<file path="config.mk">
export PLATFORM = sky130hd
export DESIGN_NAME = binary_frame_pingpong_ctrl
export DESIGN_NICKNAME = d
export VERILOG_FILES = /design/src/rtl/binary_frame_pingpong_ctrl.sv
export SDC_FILE = /design/constraint.sdc
export NUM_CORES = 2
export LEC_CHECK = 0
export CAP_MARGIN = 30
export CORE_ASPECT_RATIO = 0.8
export CORE_MARGIN = 10
export CORE_UTILIZATION = 34
export DETAILED_ROUTE_END_ITERATION = 10
export DONT_BUFFER_PORTS = 1
export PLACE_DENSITY = 0.51
export SLEW_MARGIN = 20
export SYNTH_ARGS = -nofsm -noshare
export SYNTH_HDL_FRONTEND = slang
export SYNTH_SLANG_ARGS = --single-unit
</file>
<file path="constraint.sdc">
create_clock -name pixel_clk -period 9 [get_ports pixel_clk]
set_input_delay 0.9 -clock pixel_clk [delete_from_list [all_inputs] [get_ports pixel_clk]]
set_output_delay 0.9 -clock pixel_clk [all_outputs]
set_load 0.01 [all_outputs]
</file>
<file path="src/rtl/binary_frame_pingpong_ctrl.sv">
// binary_frame_pingpong_ctrl
// Double-buffered 1-bit frame store. A writer streams one binary pixel per
// transfer into the back bank in raster order while the display reads the
// front bank. The banks are exchanged only on a vsync edge after a complete
// frame is held, so the display never shows a torn or partial frame.
//
// Ports:
//   pixel_clk   single rising-edge clock
//   sys_rst_n   asynchronous active-low reset
//   wr_valid    writer presents a pixel
//   wr_sof      marks the pixel as (0,0) of a new frame
//   wr_pixel    binary pixel value
//   wr_ready    a pixel is accepted this cycle (low while a full frame waits)
//   video_vs    display vertical sync
//   rd_x, rd_y  display read coordinates
//   rd_data     registered display pixel, 0 outside the image
//   swap_pulse  one-cycle strobe on bank exchange
//   disp_valid  front bank holds a complete frame (sticky)
//   frame_cnt   number of completed swaps, wraps at 255
//
// Write FSM states:
//   state  | meaning
//   S_IDLE | waiting for a wr_sof pixel; other pixels are dropped
//   S_FILL | filling the back bank in raster order
//   S_DONE | back bank complete; backpressure until the next vsync edge
module binary_frame_pingpong_ctrl #(
   parameter int   IMG_W     = 28,
   parameter int   IMG_H     = 28,
   parameter logic VS_ACTIVE = 1'b1
) (
   input  logic       pixel_clk,
   input  logic       sys_rst_n,
   input  logic       wr_valid,
   input  logic       wr_sof,
   input  logic       wr_pixel,
   output logic       wr_ready,
   input  logic       video_vs,
   input  logic [4:0] rd_x,
   input  logic [4:0] rd_y,
   output logic       rd_data,
   output logic       swap_pulse,
   output logic       disp_valid,
   output logic [7:0] frame_cnt
);

   localparam int         NPIX   = IMG_W * IMG_H;
   localparam int         AW     = (NPIX > 1) ? $clog2(NPIX) : 1;
   localparam logic [4:0] X_LAST = 5'(IMG_W - 1);
   localparam logic [4:0] Y_LAST = 5'(IMG_H - 1);

   typedef enum logic [1:0] {S_IDLE, S_FILL, S_DONE} wr_state_t;

   wr_state_t       state;
   logic [4:0]      wr_x;
   logic [4:0]      wr_y;
   logic            disp_bank;
   logic            vs_q;
   logic [NPIX-1:0] bank_mem [2];

   logic            xfer;
   logic            vs_edge;
   logic            wr_bank;
   logic            rd_in_range;
   logic [AW-1:0]   wr_addr;
   logic [AW-1:0]   rd_addr;

   assign xfer        = wr_valid & wr_ready;
   assign vs_edge     = (video_vs == VS_ACTIVE) && (vs_q != VS_ACTIVE);
   assign wr_bank     = ~disp_bank;
   assign wr_addr     = AW'(32'(wr_y) * IMG_W + 32'(wr_x));
   assign rd_addr     = AW'(32'(rd_y) * IMG_W + 32'(rd_x));
   assign rd_in_range = (32'(rd_x) < IMG_W) && (32'(rd_y) < IMG_H);

   always_ff @(posedge pixel_clk or negedge sys_rst_n) begin
      if (!sys_rst_n) begin
         state       <= S_IDLE;
         wr_x        <= '0;
         wr_y        <= '0;
         disp_bank   <= 1'b0;
         bank_mem[0] <= '0;
         bank_mem[1] <= '0;
         wr_ready    <= 1'b1;
         swap_pulse  <= 1'b0;
         disp_valid  <= 1'b0;
         frame_cnt   <= '0;
      end else begin
         swap_pulse <= 1'b0;
         case (state)
            S_IDLE: begin
               if (xfer && wr_sof) begin
                  bank_mem[wr_bank][0] <= wr_pixel;
                  wr_x  <= 5'd1;
                  wr_y  <= '0;
                  state <= S_FILL;
               end
            end
            S_FILL: begin
               if (xfer && wr_sof) begin
                  // Restart: the abandoned partial frame is simply overwritten.
                  bank_mem[wr_bank][0] <= wr_pixel;
                  wr_x <= 5'd1;
                  wr_y <= '0;
               end else if (xfer) begin
                  bank_mem[wr_bank][wr_addr] <= wr_pixel;
                  if (wr_x == X_LAST) begin
                     wr_x <= '0;
                     if (wr_y == Y_LAST) begin
                        wr_y     <= '0;
                        state    <= S_DONE;
                        wr_ready <= 1'b0;
                     end else begin
                        wr_y <= wr_y + 5'd1;
                     end
                  end else begin
                     wr_x <= wr_x + 5'd1;
                  end
               end
            end
            S_DONE: begin
               // A vsync edge coinciding with the last pixel lands in S_FILL
               // and is ignored, so the swap waits for the following edge.
               if (vs_edge) begin
                  disp_bank  <= ~disp_bank;
                  swap_pulse <= 1'b1;
                  frame_cnt  <= frame_cnt + 8'd1;
                  disp_valid <= 1'b1;
                  wr_ready   <= 1'b1;
                  state      <= S_IDLE;
               end
            end
            default: begin
               state    <= S_IDLE;
               wr_ready <= 1'b1;
            end
         endcase
      end
   end

   // Read uses disp_bank as it stands before the edge, so a read sampled in
   // the swap cycle still returns the old frame.
   always_ff @(posedge pixel_clk or negedge sys_rst_n) begin
      if (!sys_rst_n) begin
         rd_data <= 1'b0;
         vs_q    <= ~VS_ACTIVE;
      end else begin
         vs_q <= video_vs;
         if (rd_in_range) begin
            rd_data <= bank_mem[disp_bank][rd_addr];
         end else begin
            rd_data <= 1'b0;
         end
      end
   end

endmodule

</file>
==> run metrics <==
status finished with violations; failing checks max-slew violations; grt ovf 0; Reg2Reg Depth 10; RR Endpoint rd_data; number of hold violations in the final report 0; Syn Area/Cell 9.45 sq um; DR pass1 iterations 6; DRC 0; area grow syn2layout 11.1%; # IOs 28; total chip power 15500 uW; Synth area leaders dfrtp_1 (50%), mux4_2 (10%), o21ai_0 (9.7%); Lkg Pwr 0.0439 uW; Max Cap Viol 0; Tcrit/Tclk final 0.576; Layout Nets 8025; postcts setup bufs 0; # rows 159; Crit. End Element flip-flop; RSZ-0062 raised after global routing no; synthesis-stage register bit count 1594; buffer depth of the longest clock path 4; synthesized cell area 0.0803 sq mm; Core Area around 0.23 sq mm; worst slew pin tran between 2 and 2.5 ns; cts repair resizes 0; WL final ~340000 um; Clock Skew 0.0445 ns; Worst Path Max Fanout 18; largest area contributor in the netlist dfrtp_1; r2r startpoint disp_bank; Fmax 193 MHz; clock root buffer clkbuf_16; initial antenna violation count 29; Post-Syn Nets 8551; Clock transition at path regs ~0.070 ns; R2R setup slack 3.85 ns; Fillers 23100; first-pass GRT wire length 490000 um; minimum clock period 5.19 ns; TritonCTS clock tree done; async set or reset register ratio after synthesis 1.00; register area share after synthesis 0.497; Crit Path Class input port to flip-flop; Initial Utilization 0.342; H-tree levels 4; Mapped Cells roughly 8500; Worst-Skew Late Latency 0.84 ns; largest net degree at the start of global routing about 320; Final setup viols 0; Setup TNS 0 ns; Util after Layout 0.380; peak supply drop between 0.1 and 0.15 mV; die area 0.256 sq mm; Total GRT Usage 0.255; area share of the largest cell type after synthesis 0.497; crit path DAT 5.92 ns; CP Launch Type input port; post-detail-place hpwl ~190000 um; Slew HR -0.371; # port buffers 0; pre-CTS WS 3.22 ns; cts bufs inserted 172; Via Count slightly below 70000; Power Density 174 mW/mm^2; Yosys warning count 0; RePlAce Congestion 0.863; width of the die approximately 560 um; Post-synth EDFFs 0; setup ws final 3.81 ns; Primary FF master, synth dfrtp_1; CTS sink count 1594; die height 455 um; routed vias/inst 6.18; initial drt markers 10500; final slew viol count roughly 140; number of global-route vias before repair 66700; routed len/inst around 30 um; Critical Path RT 9.74 ns; hold crit path type input port to asynchronous set/reset pin; Routed Antenna Nets 0; layout cells sized above 1 0.126; number of library cell types mapped by synthesis 79
layer usage:
metal	share of wire	GRT usage	vias to the layer above
li1	-	-	28800
met1	0.41	0.363	35900
met2	0.42	0.369	4108
met3	0.12	0.0750	673
met4	0.040	0.0894	14
met5	0.00041	0.00168	-
registers in the layout (all words and copies together) (netlist names), 2 cells and up:
| signal | cells |
|---|---|
| wr_y | 5 |
| state | 2 |
| frame_cnt | 8 |
| wr_x | 5 |
| bank_mem | 1568 |
what timing repair did:
action | CTS | global route
hold buffers | 2 | 1
endpoints found under the hold margin | 70 | 28
endpoints found under the setup margin | 0 | 0
Yosys cell counts, drive strengths merged, types with 4 or more instances:
cell	n
fa	12
ha	28
clkbuf	706
buf	222
a211oi	7
xnor2	20
dfrtp	1593
nand3b	4
inv	19
nor2	150
nor2b	8
a22oi	38
a221oi	68
and3	9
o311ai	4
mux4	357
a2111oi	4
a21oi	35
and2	33
nor3	23
nor4	4
nand2b	6
xor2	18
nand2	1712
mux2i	157
o22ai	8
a21o	6
nand3	1547
nand4	13
mux2	72
or3	6
o21ai	1556
a31oi	8
critical path: stages:
cell and delay [ns]:
fa_1 0.48, ha_1 0.39, ha_1 0.44, xnor2_2 0.19
buf_4 0.28, nor2_1 0.83, nand3_1 0.78, a221oi_1 0.64
a22oi_1 0.18, o2111ai_1 0.37, nor4_1 0.18, o211a_1 0.25
cell usage in the layout, fill, tap and decap left out, drive strengths merged, types with 4 or more instances in the layout:
master,synthesis,routed
a2111oi,4,4
a211oi,7,7
a21o,6,6
a21oi,35,35
a221oi,68,68
a22oi,38,38
a31oi,8,8
and2,33,33
and3,9,9
buf,222,224
bufinv,0,7
clkbuf,706,266
clkinv,0,25
dfrtp,1593,1593
diode,0,11
fa,12,12
ha,28,28
inv,19,22
mux2,72,72
mux2i,157,157
mux4,357,357
nand2,1712,1712
nand2b,6,6
nand3,1547,1547
nand3b,4,4
nand4,13,13
nor2,150,150
nor2b,8,8
nor3,23,23
nor4,4,4
o21ai,1556,1556
o22ai,8,8
o311ai,4,4
or3,6,6
xnor2,20,20
xor2,18,18
through the flow:
stage,std cells,instance area (sq um),hold slack [ns]
global placement,10900,82000,0.462
global route,11200,89100,0.0361
floorplan,8495,80300,0.452
detailed placement,10900,83200,0.474
CTS,11200,88800,0.0595
finish,11200,89100,0.00498
where the power goes:
part / internal, uW / switching [uW]
logic: 234 / 818
registers: 7170 / 5.49
clock network: 4130 / 3120
worst max path at each step:
stage / from / to / slack (ns) / cells after the start
floorplan: rd_y[0] / rd_data / 5.01 / 11
global placement: rd_y[0] / rd_data / 3.15 / 10
detailed placement: rd_y[0] / rd_data / 3.22 / 12
CTS: wr_y[2] / bank_mem[448] / 3.85 / 12
global route: wr_y[2] / bank_mem[1206] / 3.67 / 13
finish: rd_y[0] / rd_data / 3.81 / 12
layout make-up:
type,instances,area [sq um],area share
Sequential cell,1594,39900,0.448
Multi-Input combinational cell,5954,36800,0.413
Clock buffer,265,5150,0.0578
Tap cell,3139,3930,0.0441
Timing Repair Buffer,228,2840,0.0319
Clock inverter,36,388,0.00435
Inverter,19,76.3,0.000856
Antenna cell,11,27.5,0.000309
cell families after synthesis:
logic type / after synthesis / synth area share
AO/OA/AOI/OAI: 1765 / 0.117
XOR/XNOR: 38 / 0.00476
adder cells (fa/ha/maj): 40 / 0.00736
buffers and inverters: 947 / 0.0506
flip-flops: 1594 / 0.497
multiplexers: 586 / 0.130
AND/OR/NAND/NOR: 3525 / 0.193
Power figures use the tool's default switching activity.
